--- src/rtl/gcd_pkg.sv ---
// Shared types and sizing helpers for the binary-GCD engine.
package gcd_pkg;

  typedef enum logic [1:0] {
    ST_IDLE  = 2'd0,
    ST_STRIP = 2'd1,
    ST_CORE  = 2'd2,
    ST_DONE  = 2'd3
  } state_e;

  // Worst-case acceptance-to-result cycles is LAT_MUL*WIDTH + LAT_ADD.
  localparam int LAT_MUL = 3;
  localparam int LAT_ADD = 2;

  // Width of the common-factor-of-two counter; must be able to hold WIDTH.
  function automatic int shift_w(input int width);
    return $clog2(width + 1);
  endfunction

endpackage

--- src/rtl/gcd_step.sv ---
// One Stein CORE step: strip a factor of two from a or b, else subtract-and-halve.
module gcd_step #(
  parameter int WIDTH = 16
) (
  input  logic [WIDTH-1:0] a_i,
  input  logic [WIDTH-1:0] b_i,
  output logic [WIDTH-1:0] a_nxt_o,
  output logic [WIDTH-1:0] b_nxt_o,
  output logic             a_even_o,
  output logic             b_even_o,
  output logic             eq_o,
  output logic             a_gt_b_o
);

  always_comb begin
    a_even_o = ~a_i[0];
    b_even_o = ~b_i[0];
    eq_o     = (a_i == b_i);
    a_gt_b_o = (a_i > b_i);
    a_nxt_o  = a_i;
    b_nxt_o  = b_i;
    // Both odd by the time we subtract, so the difference is even and halving is exact.
    if (a_even_o) begin
      a_nxt_o = a_i >> 1;
    end else if (b_even_o) begin
      b_nxt_o = b_i >> 1;
    end else if (eq_o) begin
      a_nxt_o = a_i;
    end else if (a_gt_b_o) begin
      a_nxt_o = (a_i - b_i) >> 1;
    end else begin
      b_nxt_o = (b_i - a_i) >> 1;
    end
  end

endmodule

--- src/rtl/gcd_stein_engine.sv ---
// Handshaked binary-GCD engine: one shift or subtract-shift per cycle, tag passes through.
// Result is held in DONE until out_valid && out_ready; no request is accepted outside IDLE.
module gcd_stein_engine
  import gcd_pkg::*;
#(
  parameter int WIDTH = 16,
  parameter int TAG_W = 4
) (
  input  logic             clk,
  input  logic             rst,
  input  logic             in_valid,
  output logic             in_ready,
  input  logic [WIDTH-1:0] in_a,
  input  logic [WIDTH-1:0] in_b,
  input  logic [TAG_W-1:0] in_tag,
  output logic             out_valid,
  input  logic             out_ready,
  output logic [WIDTH-1:0] out_gcd,
  output logic             out_zero,
  output logic [TAG_W-1:0] out_tag,
  output logic             busy
);

  localparam int KW = shift_w(WIDTH);

  state_e           state_q, state_d;
  logic [WIDTH-1:0] a_q, a_d, b_q, b_d, gcd_q, gcd_d;
  logic [KW-1:0]    k_q, k_d;
  logic [TAG_W-1:0] tag_q, tag_d;
  logic             zero_q, zero_d;

  logic [WIDTH-1:0] step_a, step_b;
  logic             step_a_even, step_b_even, step_eq, step_a_gt_b;
  logic             core_done;

  gcd_step #(.WIDTH(WIDTH)) u_step (
    .a_i      (a_q),
    .b_i      (b_q),
    .a_nxt_o  (step_a),
    .b_nxt_o  (step_b),
    .a_even_o (step_a_even),
    .b_even_o (step_b_even),
    .eq_o     (step_eq),
    .a_gt_b_o (step_a_gt_b)
  );

  assign core_done = step_eq & ~(step_a_even | step_b_even | step_a_gt_b);

  always_comb begin
    state_d = state_q;
    a_d     = a_q;
    b_d     = b_q;
    k_d     = k_q;
    tag_d   = tag_q;
    gcd_d   = gcd_q;
    zero_d  = zero_q;
    case (state_q)
      ST_IDLE: begin
        if (in_valid) begin
          a_d   = in_a;
          b_d   = in_b;
          tag_d = in_tag;
          k_d   = '0;
          if ((in_a == '0) || (in_b == '0)) begin
            gcd_d   = in_a | in_b;
            zero_d  = (in_a == '0) && (in_b == '0);
            state_d = ST_DONE;
          end else begin
            zero_d  = 1'b0;
            state_d = ST_STRIP;
          end
        end
      end
      ST_STRIP: begin
        if (!a_q[0] && !b_q[0]) begin
          a_d = a_q >> 1;
          b_d = b_q >> 1;
          k_d = k_q + KW'(1);
        end else begin
          state_d = ST_CORE;
        end
      end
      ST_CORE: begin
        // k never exceeds the stripped bits, so the shift cannot overflow WIDTH.
        if (core_done) begin
          gcd_d   = a_q << k_q;
          state_d = ST_DONE;
        end else begin
          a_d = step_a;
          b_d = step_b;
        end
      end
      ST_DONE: begin
        if (out_ready) state_d = ST_IDLE;
      end
      default: state_d = ST_IDLE;
    endcase
  end

  always_ff @(posedge clk or posedge rst) begin
    if (rst) begin
      state_q <= ST_IDLE;
      a_q     <= '0;
      b_q     <= '0;
      k_q     <= '0;
      tag_q   <= '0;
      gcd_q   <= '0;
      zero_q  <= 1'b0;
    end else begin
      state_q <= state_d;
      a_q     <= a_d;
      b_q     <= b_d;
      k_q     <= k_d;
      tag_q   <= tag_d;
      gcd_q   <= gcd_d;
      zero_q  <= zero_d;
    end
  end

  assign in_ready  = (state_q == ST_IDLE);
  assign out_valid = (state_q == ST_DONE);
  assign busy      = (state_q != ST_IDLE);
  assign out_gcd   = gcd_q;
  assign out_zero  = zero_q;
  assign out_tag   = tag_q;

endmodule
--- config.mk ---
export PLATFORM = sky130hd
export DESIGN_NAME = gcd_stein_engine
export DESIGN_NICKNAME = d
export VERILOG_FILES = /design/src/rtl/gcd_pkg.sv /design/src/rtl/gcd_step.sv /design/src/rtl/gcd_stein_engine.sv
export SDC_FILE = /design/constraint.sdc
export NUM_CORES = 1
export LEC_CHECK = 0
export CAP_MARGIN = 20
export CELL_PAD_IN_SITES_DETAIL_PLACEMENT = 0
export CELL_PAD_IN_SITES_GLOBAL_PLACEMENT = 1
export CORE_AREA = 2 2 125 115
export DETAILED_ROUTE_END_ITERATION = 10
export DIE_AREA = 0 0 127 117
export PLACE_DENSITY = 0.93
export SLEW_MARGIN = 20
export SYNTH_ARGS = -nofsm -noshare
export SYNTH_HDL_FRONTEND = slang
export SYNTH_SLANG_ARGS = --single-unit
--- constraint.sdc ---
create_clock -name clk -period 3.2 [get_ports clk]
set_input_delay 0.8 -clock clk [delete_from_list [all_inputs] [get_ports clk]]
set_output_delay 0.8 -clock clk [all_outputs]
set_load 0.01 [all_outputs]
==> results.py <==
metrics = {
    "outcome": {
        "status": "finished clean",
    },
    "placed_design": {
        "detailed_place_hpwl_um": 15600,
        "io_buffers": 63,
        "globalplace.congestion": 0.990,
        "placedCellCount": 962,
    },
    "global_route": {
        "grt_start_max_net_pins": 61,
        "grt_pass1_vias": 5700,
        "globalRouteOverflowTotal": 0,
        "antenna_found_initial": 0,
        "grt_first_pass_wirelength_um": 30900,
        "groute.usage.overall_pct": 26.5,
    },
    "timing": {
        "fin_tns_setup_ns": 0,
        "setup-violations-final": 0,
        "max_clock_freq_ghz": 0.330,
        "rsz0062_at_grt": "false",
        "hold_viol_final": 0,
        "timing.clock.skew_ns": 0.00925,
        "slew_violations": 0,
        "tightest_slew_ns": 1.02,
        "slew-limit-headroom_pct": 31.9,
        "period_needed_ns": 3.03,
        "min_period_over_period_pct": 94.7,
    },
    "floorplanning": {
        "num_rows": 41,
        "die-height_um": 117,
        "placeableCoreArea_um2": 13600,
        "die_area_um2": 14900,
        "die_width_um": 127,
        "initial_core_util_pct": 43.1,
        "io_pins": 64,
    },
    "route": {
        "wl_um": 19900,
        "first_pass_iters": 6,
        "drt_drc_violations_left": 0,
        "antenna_violating_nets_post_route": 0,
        "total_number_of_vias": 6119,
        "violation_count_after_the_first_detailed_route_iteration": 622,
        "wire_per_inst_um": 20.3,
        "vias_per_cell": 6.26,
    },
    "setup_path": {
        "cp.required_ns": 3.44,
        "crit_start_category": "flip-flop",
        "criticalPathCategory": "flip-flop to flip-flop",
        "setup.worst_path.end_class": "flip-flop",
        "timing.critical_path.fanout_max": 14,
        "arrival_ns": 3.27,
    },
    "cells_and_area": {
        "postLayoutCoreUtil_pct": 52.7,
        "final_cells": 977,
        "final_layout_size_suffix_gt1_share_pct": 13.3,
        "finalNetCount": 882,
        "final.fill_count": 1300,
        "layout.cells.most_common": "sky130_fd_sc_hd__nor2_1",
        "final_cell_mix": "sky130_fd_sc_hd__nor2_1 (95), sky130_fd_sc_hd__clkdlybuf4s50_1 (63), sky130_fd_sc_hd__a21oi_1 (60), sky130_fd_sc_hd__dfrtp_1 (60), sky130_fd_sc_hd__o21ai_0 (51)",
        "synthToLayoutAreaGrowth_pct": 22.3,
        "antenna-diode-count": 0,
    },
    "synth": {
        "yosys.cell_types.count": 81,
        "synth.avg_cell_area_um2": 8.10,
        "synthArstFlopShare_pct": 100,
        "synth-edff-count": 0,
        "synth_sequential_area_ratio_pct": 25.6,
        "synthesis.instances": 725,
        "synth.ff_latch_count": 60,
        "syn-cell-area_um2": 5880,
        "postSynth.topFlopCell": "sky130_fd_sc_hd__dfrtp_1",
        "post_synth_net_total": 806,
        "synth_warnings": 0,
    },
    "clock_network": {
        "cts_hold_buffers": 0,
        "tritoncts": "done",
        "clock_path_buffers": 2,
        "path_clk_slew_ns": 0.05,
        "cts_htree_levels": 3,
        "insertion_delay_ns": 0.33,
        "cts_post_setup_buffers_inserted": 0,
        "cts_num_sinks": 60,
        "cts_resizes": 0,
        "cts-buffers-inserted": 9,
        "cts_root_buf": "sky130_fd_sc_hd__clkbuf_16",
    },
    "run": {
        "max-cap-violations": 0,
    },
    "min_path": {
        "holdCritPathClass": "flip-flop to flip-flop",
    },
}
-- worst max-delay path, cell delays in order (launching register included) --
cell,delay (ns)
sky130_fd_sc_hd__dfrtp_1,0.34
sky130_fd_sc_hd__inv_1,0.09
sky130_fd_sc_hd__ha_1,0.25
sky130_fd_sc_hd__fa_1,0.41
sky130_fd_sc_hd__nand2b_1,0.18
sky130_fd_sc_hd__a21o_1,0.21
sky130_fd_sc_hd__a211oi_2,0.36
sky130_fd_sc_hd__o21bai_4,0.13
sky130_fd_sc_hd__a211oi_2,0.19
sky130_fd_sc_hd__buf_4,0.24
sky130_fd_sc_hd__a311oi_1,0.15
sky130_fd_sc_hd__buf_4,0.21
sky130_fd_sc_hd__o31ai_4,0.16
-- synthesized netlist by cell type (4+ instances only) --
cell                         n  area (µm²)
sky130_fd_sc_hd__o2111ai_1   5        43.8
sky130_fd_sc_hd__mux2_2      8        90.1
sky130_fd_sc_hd__o31ai_1    12        90.1
sky130_fd_sc_hd__dfrtp_1    60        1500
sky130_fd_sc_hd__a21o_1     15         113
sky130_fd_sc_hd__nor3_1      8        40.0
sky130_fd_sc_hd__buf_4       7        52.6
sky130_fd_sc_hd__nor4_1      9        56.3
sky130_fd_sc_hd__o22ai_1     8        50.1
sky130_fd_sc_hd__a21oi_1    60         300
sky130_fd_sc_hd__nand3_1    13        65.1
sky130_fd_sc_hd__nand2b_1    6        37.5
sky130_fd_sc_hd__or3_1       7        43.8
sky130_fd_sc_hd__o21ai_0    51         255
sky130_fd_sc_hd__or2_2       4        25.0
sky130_fd_sc_hd__a22o_1      8        70.1
sky130_fd_sc_hd__ha_1       39         488
sky130_fd_sc_hd__o21ai_1     5        25.0
sky130_fd_sc_hd__o21a_1     14         105
sky130_fd_sc_hd__and2_1      6        37.5
sky130_fd_sc_hd__inv_1      44         165
sky130_fd_sc_hd__clkbuf_1   26        97.6
sky130_fd_sc_hd__o31a_1      5        43.8
sky130_fd_sc_hd__nor2b_1     6        37.5
sky130_fd_sc_hd__o31ai_4     9         191
sky130_fd_sc_hd__a311oi_1    4        35.0
sky130_fd_sc_hd__xor2_1      6        52.6
sky130_fd_sc_hd__a221oi_1   18         158
sky130_fd_sc_hd__nand2_1    50         188
sky130_fd_sc_hd__mux2i_1    17         170
sky130_fd_sc_hd__o221ai_1    5        43.8
sky130_fd_sc_hd__xnor2_1     9        78.8
sky130_fd_sc_hd__buf_2      12        60.1
sky130_fd_sc_hd__nand4_1     5        31.3
sky130_fd_sc_hd__nor2_1     95         357
-- per-stage QoR --
step | area, µm² | setup WS (ns) | hold WS, ns
6_report | 7190 | 0.170 | 0.500
5_1_grt | 7190 | 0.00968 | 0.521
4_1_cts | 7190 | 0.204 | 0.505
3_5_place_dp | 6890 | 0.131 | 0.493
3_3_place_gp | 6890 | 0.185 | 0.481
2_1_floorplan | 5880 | 0.327 | 0.502
-- registers in the layout, indices dropped and copies added (netlist names) --
signal    count
b_q          16
state_q       2
out_zero      1
k_q           5
out_tag       4
a_q          16
out_gcd      16
-- final cells by class --
type | instances | area, µm² | share of cell area [%]
multi-input combinational | 571 | 3970 | 55.2
timing repair buffer | 114 | 1040 | 14.5
inverter | 45 | 169 | 2.35
tap | 172 | 215 | 2.99
clock buffer | 11 | 243 | 3.38
clock inverter | 4 | 50.0 | 0.697
sequential | 60 | 1500 | 20.9
-- kinds of logic (layout without fill, tap and decap cells) --
family / Yosys count / after routing / synth area share [%]
AOI/OAI and AO/OA: 261 / 261 / 32.7
and+or+nand+nor: 226 / 226 / 18.3
buffers and inverters: 94 / 174 / 7.03
DFF: 60 / 60 / 25.6
adders and majority gates: 41 / 41 / 8.99
muxes: 28 / 28 / 5.20
xor gates and xnor gates: 15 / 15 / 2.24
-- per-layer routing --
layer,up-vias,global-route usage [%],wire length [µm]
met3,29,5.68,1930
li1,2819,-,-
met1,2919,37.3,8660
met2,352,42.0,8940
met5,-,0,0
met4,0,6.52,331
-- worst paths after layout --
kind / start / endpoint / slack [ns] / depth (start not counted)
worst max-delay path: a_q[0] / a_q[12] / 0.17 / 12
worst min-delay path: out_gcd[7] / out_gcd[7] / 0.50 / 1
min in group asynchronous: rst / out_tag[3] / 0.84 / 3
worst max register to register: a_q[0] / a_q[12] / 0.17 / 12
worst min register to register: out_gcd[7] / out_gcd[7] / 0.50 / 1
max in group asynchronous: rst / a_q[13] / 2.07 / 3
Power is left out: the tool's default activity adds up to more than one toggle a clock period on the data nets, which glitch-free logic cannot reach.
